===== src/rtl/count_job_sequencer.sv =====
// count_job_sequencer: runs an external 4-bit counter through counting jobs
// (clear, run to target for N laps, stop on the final hit, report done/err).
module count_job_sequencer #(
    parameter int LAP_W = 4
) (
    input  logic             clk,
    input  logic             clear,
    input  logic             cmd_valid,
    output logic             cmd_ready,
    input  logic             cmd_mode,
    input  logic             cmd_incr,
    input  logic [3:0]       cmd_target,
    input  logic [LAP_W-1:0] cmd_laps,
    input  logic             hold,
    input  logic             abort,
    output logic             ctr_clear,
    output logic             ctr_mode,
    output logic             ctr_incr,
    output logic             ctr_pause,
    input  logic [3:0]       ctr_count,
    output logic             busy,
    output logic [LAP_W-1:0] lap_cnt,
    output logic             done,
    output logic             err
);
    typedef enum logic [1:0] {IDLE, CLR, RUN, DONE} state_t;
    state_t state, state_n;
    logic [3:0] target, target_n, nxt;
    logic [LAP_W-1:0] laps, laps_n, lap_cnt_n;
    logic clear_n, pause_n, mode_n, incr_n, done_n, err_n, hit, last;

    assign cmd_ready = state == IDLE;
    assign busy      = state != IDLE;

    always_ff @(posedge clk) begin
        if (clear) begin
            state     <= IDLE;
            target    <= '0;
            laps      <= '0;
            lap_cnt   <= '0;
            ctr_clear <= 1'b0;
            ctr_pause <= 1'b1;
            ctr_mode  <= 1'b1;
            ctr_incr  <= 1'b1;
            done      <= 1'b0;
            err       <= 1'b0;
        end else begin
            state     <= state_n;
            target    <= target_n;
            laps      <= laps_n;
            lap_cnt   <= lap_cnt_n;
            ctr_clear <= clear_n;
            ctr_pause <= pause_n;
            ctr_mode  <= mode_n;
            ctr_incr  <= incr_n;
            done      <= done_n;
            err       <= err_n;
        end
    end

    // Predict the counter's value after this edge so the stop lands exactly on target
    always_comb begin
        nxt = ctr_mode ? (ctr_incr ? ctr_count + 4'd1 : ctr_count - 4'd1)
                       : ctr_incr ? (ctr_count == 4'd9 ? 4'd0 : ctr_count + 4'd1)
                                  : (ctr_count == 4'd0 ? 4'd9 : ctr_count - 4'd1);
        hit  = state == RUN && !ctr_pause && nxt == target;
        last = hit && (lap_cnt + LAP_W'(1)) == laps;
        state_n   = state;
        target_n  = target;
        laps_n    = laps;
        lap_cnt_n = lap_cnt;
        clear_n   = 1'b0;
        pause_n   = ctr_pause;
        mode_n    = ctr_mode;
        incr_n    = ctr_incr;
        done_n    = 1'b0;
        err_n     = 1'b0;
        case (state)
            IDLE: begin
                pause_n = 1'b1;
                if (cmd_valid) begin
                    lap_cnt_n = '0;
                    target_n  = cmd_target;
                    laps_n    = cmd_laps == '0 ? LAP_W'(1) : cmd_laps;
                    if (!cmd_mode && cmd_target > 4'd9) begin
                        state_n = DONE;
                        err_n   = 1'b1;
                    end else begin
                        state_n = CLR;
                        clear_n = 1'b1;
                        mode_n  = cmd_mode;
                        incr_n  = cmd_incr;
                    end
                end
            end
            CLR: begin
                pause_n = hold;
                state_n = RUN;
            end
            RUN: begin
                pause_n   = last ? 1'b1 : hold;
                lap_cnt_n = hit ? lap_cnt + LAP_W'(1) : lap_cnt;
                done_n    = last;
                state_n   = last ? DONE : RUN;
            end
            default: begin
                pause_n = 1'b1;
                state_n = IDLE;
            end
        endcase
        // Abort overrides everything, including a coincident final hit
        if (abort && state != IDLE) begin
            state_n   = IDLE;
            pause_n   = 1'b1;
            clear_n   = 1'b0;
            done_n    = 1'b0;
            err_n     = 1'b0;
            lap_cnt_n = lap_cnt;
        end
    end
endmodule


===== config.mk =====
export PLATFORM = sky130hd
export DESIGN_NAME = count_job_sequencer
export DESIGN_NICKNAME = d
export VERILOG_FILES = /design/src/rtl/count_job_sequencer.sv
export SDC_FILE = /design/constraint.sdc
export NUM_CORES = 1
export LEC_CHECK = 0
export BUFFER_PORTS_ARGS = -buffer_cell sky130_fd_sc_hd__buf_2
export CAP_MARGIN = 5
export CORE_ASPECT_RATIO = 0.75
export CORE_MARGIN = 5
export CORE_UTILIZATION = 45
export CTS_BUF_LIST = sky130_fd_sc_hd__clkbuf_8
export CTS_CLUSTER_DIAMETER = 200
export CTS_CLUSTER_SIZE = 28
export DETAILED_ROUTE_END_ITERATION = 8
export PLACE_DENSITY_LB_ADDON = 0.08
export SETUP_SLACK_MARGIN = 0.1
export SLEW_MARGIN = 20
export SYNTH_ARGS = -nofsm -noshare
export SYNTH_HDL_FRONTEND = slang
export SYNTH_SLANG_ARGS = --single-unit

===== constraint.sdc =====
create_clock -name clk -period 2.6 [get_ports clk]
set_clock_uncertainty 0.1 [all_clocks]
set_input_delay 0.13 -clock clk [delete_from_list [all_inputs] [get_ports clk]]
set_output_delay 0.13 -clock clk [all_outputs]
set_load 0.005 [all_outputs]

==> run metrics, run 1 <==
crit path kind reg -> reg; Antenna Cells 0; clk sinks 20; Psw 310 uW; status finished clean; Reg area 402 sq um; TritonRoute pass-1 iters 4; worst reg-to-reg path cell count 5; worst hold slack 0.00873 ns; worst setup margin 0.262 ns; hold endpoint ctr_incr; Post CTS Setup Buffer Count 0; DRT iter0 DRCs 94; die area 4220 sq um; per-cell routed wire length 14.6 um; Hold Path Class in -> reg; detailed-route via count 1345; post-route minimum period 2.34 ns; Max Slew Vio Count 0; post-synthesis cell type count 43; CP max stage cell or4_4; Layout Nets 231; largest net degree at the start of global routing 18; Gate Count Post-Synth 173; Slew Limit Headroom 57.2%; Synth Flop Type dfxtp_1; H-tree depth 1; synth warn 0; CP Capture Type flop; Net Sw Frac 31.6%; reg-to-reg endpoint lap_cnt[0]; TritonCTS clock tree built; Fill cells 280; setup TNS 0 ns; I/O pins 31; multi-input logic area 881 sq um; cts bufs inserted 3; main area contributors after synthesis dfxtp_1, ha_1, nand2_1; hold_sp cmd_incr; core area 2910 sq um; flops & latches, synth 20; Finish-stage setup viols 0; Tot Pwr 978 uW; Post-synth top cells nand2_1, dfxtp_1, a21oi_1; Die Y 57.5 um; clock share of power 31.8%; synthesized area per cell 7.83 sq um; worst skew pair latency 0.26 ns; share of power burned in registers 37.8%; most frequent cell after synthesis nand2_1; Comb pwr share 30.3%; Synth top area share 29.5%; vias in the first global route 1187; period utilization 89.9%; first-pass GRT wire length 5780 um; final wirelength 3520 um; FF-to-FF Start ctr_incr; share of layout cells above drive strength 1 24.1%; arrival time worst endpoint 2.43 ns; gr usage total 17.3%; vias per cell 5.58; Async S/R FF share, synth 0%; initial antenna violation count 0; startpoint types flop; Internal Dissipation 669 uW; count of flip-flops with a built-in enable after synthesis 0; Max Cap Viol 0; Post-DRT Antenna Nets 0; leading area contributor after synthesis dfxtp_1; cell breakdown of the critical path or2_2, o221a_4, or4_4, or4_1, a21oi_1; Port Buffer Count 30; maximum clock frequency 428 MHz; clock tree buffer depth 2; Hold Fails Final Rpt 0; crit-path max FO 12; DRC Markers 0; area delta synth->final 19.5%; clock slew at reported path FFs 0.08 ns; Peak VDD IR 0.310 mV; syn nets 200; overall die width 73.4 um; critical path's largest stage delay 0.54 ns; pre-CTS setup slack 0.0482 ns; Pwr Density 604 nW/um^2; Critical Path RT 2.69 ns; FP Rows 17; post-synthesis cell area 1360 sq um; Final HPWL DP 2690 um; final cell count without fillers 241; register area share after synthesis 29.5%; R2R Setup Slk 0.26 ns; Root Buffer clkbuf_8; LEAKAGE 0.000681 uW; Initial Util 46.5%; dpl cells 237; RSZ-0062 raised after global routing false; total gr overflow 0; Worst-Margin Slew 0.636 ns; Cells on Worst Hold Path 3; Final GP Congestion 0.862
[state kept, by name, summed over array words and instances, names as in the netlist]
register	flops
ctr_clear	1
laps	4
ctr_mode	1
state	2
target	4
ctr_pause	1
lap_cnt	4
ctr_incr	1
err	1
done	1
[stage by stage]
step	area (sq um)	utilization [%]
after floorplan	1360	-
after global placement	1550	53.1
after detailed placement	1550	53.1
after CTS	1620	55.5
after global routing	1620	55.6
final	1620	55.6
[power groups by stage]
stage / sequential, uW / combinational, uW / clock (uW)
6_report: 370 / 297 / 311
5_1_grt: 376 / 328 / 331
4_1_cts: 369 / 294 / 321
3_5_place_dp: 376 / 291 / 0
3_3_place_gp: 374 / 286 / 0
2_1_floorplan: 365 / 203 / 0
[critical path, delay by kind of cell (launching register included)]
kind               cells  cell delay [ns]
DFF                    1             0.38
and+or+nand+nor        3             1.38
AOI/OAI and AO/OA      2             0.41
[cells in the final DEF, fill, tap and decap left out, types with 2 or more instances in the layout]
master	count
a21o_1	3
a21oi_1	14
a221o_1	2
a31o_2	3
a31oi_1	2
and2_1	2
buf_2	30
buf_4	5
clkbuf_8	3
dfxtp_1	19
ha_1	8
inv_1	8
mux2i_1	2
nand2_1	24
nand2b_1	4
nand3_1	4
nand4_1	5
nor2_1	9
nor2b_1	4
nor3_1	8
nor4_1	4
o211ai_1	2
o21ai_0	8
o31a_1	2
or2_2	2
xnor2_1	6
xor2_1	2
[layout make-up]
class | count | area share (%)
clock inverter | 1 | 1.85
clock buffer | 3 | 2.55
tap | 38 | 2.94
sequential | 20 | 24.8
multi-input combinational | 136 | 54.4
inverter | 8 | 1.85
timing repair buffer | 35 | 11.6
[layer usage]
metal / part of all wire (%) / up-vias / wire length [um] / track usage [%]
li1: - / 682 / - / -
met4: 0.17 / 0 / 6 / 2.33
met1: 50 / 621 / 1750 / 26.4
met5: 0 / - / 0 / 0
met2: 42 / 40 / 1490 / 25.0
met3: 7.6 / 2 / 268 / 3.87
[logic make-up (layout without fill, tap and decap cells)]
kind of cell / after synthesis / in the layout / synth area share, %
AND/OR/NAND/NOR: 76 / 76 / 29.7
AO/OA/AOI/OAI: 42 / 42 / 21.2
flip-flops: 20 / 20 / 29.5
buffers and inverters: 17 / 47 / 5.45
adder cells (fa/ha/maj): 8 / 8 / 7.39
XOR/XNOR: 8 / 8 / 5.17
multiplexers: 2 / 2 / 1.48
[repair_timing]
| item | CTS | global route |
|---|---|---|
| hold buffers | 0 | 0 |
| gates resized for setup | 0 | 1 |
| endpoints found under the setup margin | 0 | 1 |
[worst max-delay path by stage]
stage | start | endpoint | slack (ns) | depth (start not counted)
final | ctr_incr | lap_cnt[0] | 0.26 | 5
after floorplan | ctr_count[0] | lap_cnt[0] | 0.24 | 9
after detailed placement | ctr_count[1] | lap_cnt[0] | 0.05 | 9
after CTS | ctr_incr | lap_cnt[0] | 0.21 | 5
after global routing | state[0] | lap_cnt[3] | 0.12 | 7
after global placement | ctr_count[0] | lap_cnt[0] | 0.15 | 9
(Power assumes the default switching activity.)
==> inputs of run 2 (changes only) <==
- CTS_BUF_LIST: sky130_fd_sc_hd__clkbuf_8 -> sky130_fd_sc_hd__clkbuf_16
==> run 2 against run 1 <==
Effect of this change: hold slack better by 0.0085 ns; cell count unchanged; critical path depth unchanged; highest routed layer unchanged.
==> run metrics, run 2 (same netlist as run 1, synthesis figures left out) <==
worst hold slack 0.0172 ns (+0.00849 ns); arrival time worst endpoint 2.41 ns (-0.02 ns); I/O pins 31 (unchanged); DRC Markers 0 (unchanged); FP Rows 17 (unchanged); Critical Path RT 2.68 ns (about the same); period utilization 89.4% (-0.53 points); Layout Nets 231 (unchanged); share of layout cells above drive strength 1 24.1% (unchanged); Final GP Congestion 0.862 (unchanged); clock slew at reported path FFs 0.06 ns (-0.02 ns); Die Y 57.5 um (unchanged); Max Slew Vio Count 0 (unchanged); gr usage total 17.5% (+0.29 points); overall die width 73.4 um (unchanged); die area 4220 sq um (unchanged); Pwr Density 659 nW/um^2 (+9.1%); H-tree depth 1 (unchanged); global-route met3 utilization 3.87% (unchanged); total gr overflow 0 (unchanged); Antenna Cells 0 (unchanged); clk sinks 20 (unchanged); maximum clock frequency 430 MHz (+0.60%); Initial Util 46.5% (unchanged); largest net degree at the start of global routing 18 (unchanged); Finish-stage setup viols 0 (unchanged); M1 GR Usage 26.8% (+0.42 points); RSZ-0062 raised after global routing false; detailed-route via count 1345 (unchanged); Post-DRT Antenna Nets 0 (unchanged); vias per cell 5.58 (unchanged); met2 usage in global routing 24.3% (-0.64 points); core area 2910 sq um (unchanged); worst reg-to-reg path cell count 5 (unchanged); Final HPWL DP 2690 um (unchanged); Worst-Margin Slew 0.557 ns (-0.0794 ns); Slew Limit Headroom 62.6% (+5.3 points); Hold Path Class in -> reg; Port Buffer Count 30 (unchanged); Post CTS Setup Buffer Count 0 (unchanged); initial antenna violation count 0 (unchanged); Hold-fix buffers, CTS 0 (unchanged); top flop regs lap_cnt x4, laps x4, target x4; first-pass GRT wire length 5800 um (+0.35%); TritonCTS clock tree built; Max Cap Viol 0 (unchanged); final wirelength 3530 um (+0.46%); LEAKAGE 0.000696 uW (+2.3%); post-route minimum period 2.32 ns (-0.0138 ns); CP max stage cell or4_4; Cells on Worst Hold Path 3 (unchanged); Fill cells 277 (-1.1%); Hold Fails Final Rpt 0 (unchanged); critical path's largest stage delay 0.54 ns (about the same); most frequent cells in the layout buf_2, nand2_1, dfxtp_1; TritonRoute pass-1 iters 4 (unchanged); CP Capture Type flop; global routing's busiest layer met1; crit-path max FO 12 (unchanged); crit path kind reg -> reg; DRT iter0 DRCs 115 (+22%); clock tree buffer depth 2 (unchanged); per-cell routed wire length 14.7 um (+0.46%); cts bufs inserted 3 (unchanged); setup TNS 0 ns (unchanged); status finished clean; leading cell type in the layout, fill and taps excluded buf_2; cell breakdown of the critical path or2_2, o221a_4, or4_4, or4_1, a21oi_1; Peak VDD IR 0.348 mV (+12%); worst skew pair latency 0.25 ns (about the same); startpoint types flop; Root Buffer clkbuf_16; area delta synth->final 22.0%; vias in the first global route 1195 (+0.67%)
==> run 2: layout make-up <==
cell class                      count  area (sq um)  share of cell area (%)
Sequential cell                    20           402                    24.3
Tap cell                           38          47.5                    2.88
Clock inverter                      1          30.0                    1.82
Timing Repair Buffer               35           188                    11.4
Multi-Input combinational cell    136           881                    53.3
Inverter                            8          30.0                    1.82
Clock buffer                        3          75.1                    4.54
==> run 2: worst paths after layout <==
path	start	to	slack [ns]
min	cmd_incr	ctr_incr	0.02
max reg2reg	ctr_incr	lap_cnt[0]	0.28
max	ctr_incr	lap_cnt[0]	0.28
min reg2reg	target[0]	target[0]	0.37
==> run 2: critical path: cells and delay by family, from the launching register on <==
family / cells / cell delay [ns]
and+or+nand+nor: 3 / 1.38
AOI/OAI and AO/OA: 2 / 0.40
DFF: 1 / 0.37
==> run 2: report_power, final <==
part / leakage [uW] / internal, uW / switching (uW)
registers: 0.000163 / 338 / 32.9
clock network: 0.0000511 / 305 / 118
logic: 0.000482 / 125 / 170
==> run 2: repair_timing <==
item | 4_1_cts | 5_1_grt
gates resized for setup | 0 | 1
endpoints found under the setup margin | 0 | 1
hold endpoints to repair | 0 | 0
==> run 2: through the flow <==
stage | util [%] | power, uW | area, sq um | cells | worst slack [ns]
finish | 56.7 | 1090 | 1650 | 241 | 0.276
global route | 56.7 | 1150 | 1650 | 241 | 0.123
CTS | 56.7 | 1090 | 1650 | 241 | 0.218
detailed placement | 53.1 | 668 | 1550 | 237 | 0.0482
global placement | 53.1 | 660 | 1550 | 237 | 0.148
floorplan | - | 568 | 1360 | 173 | 0.245
==> run 2: per-layer routing <==
metal  share of wire [%]  up-vias
met3                 6.5        2
met4                0.54        0
met1                  51      626
met2                  42       35
li1                    -      682
met5                   0        -
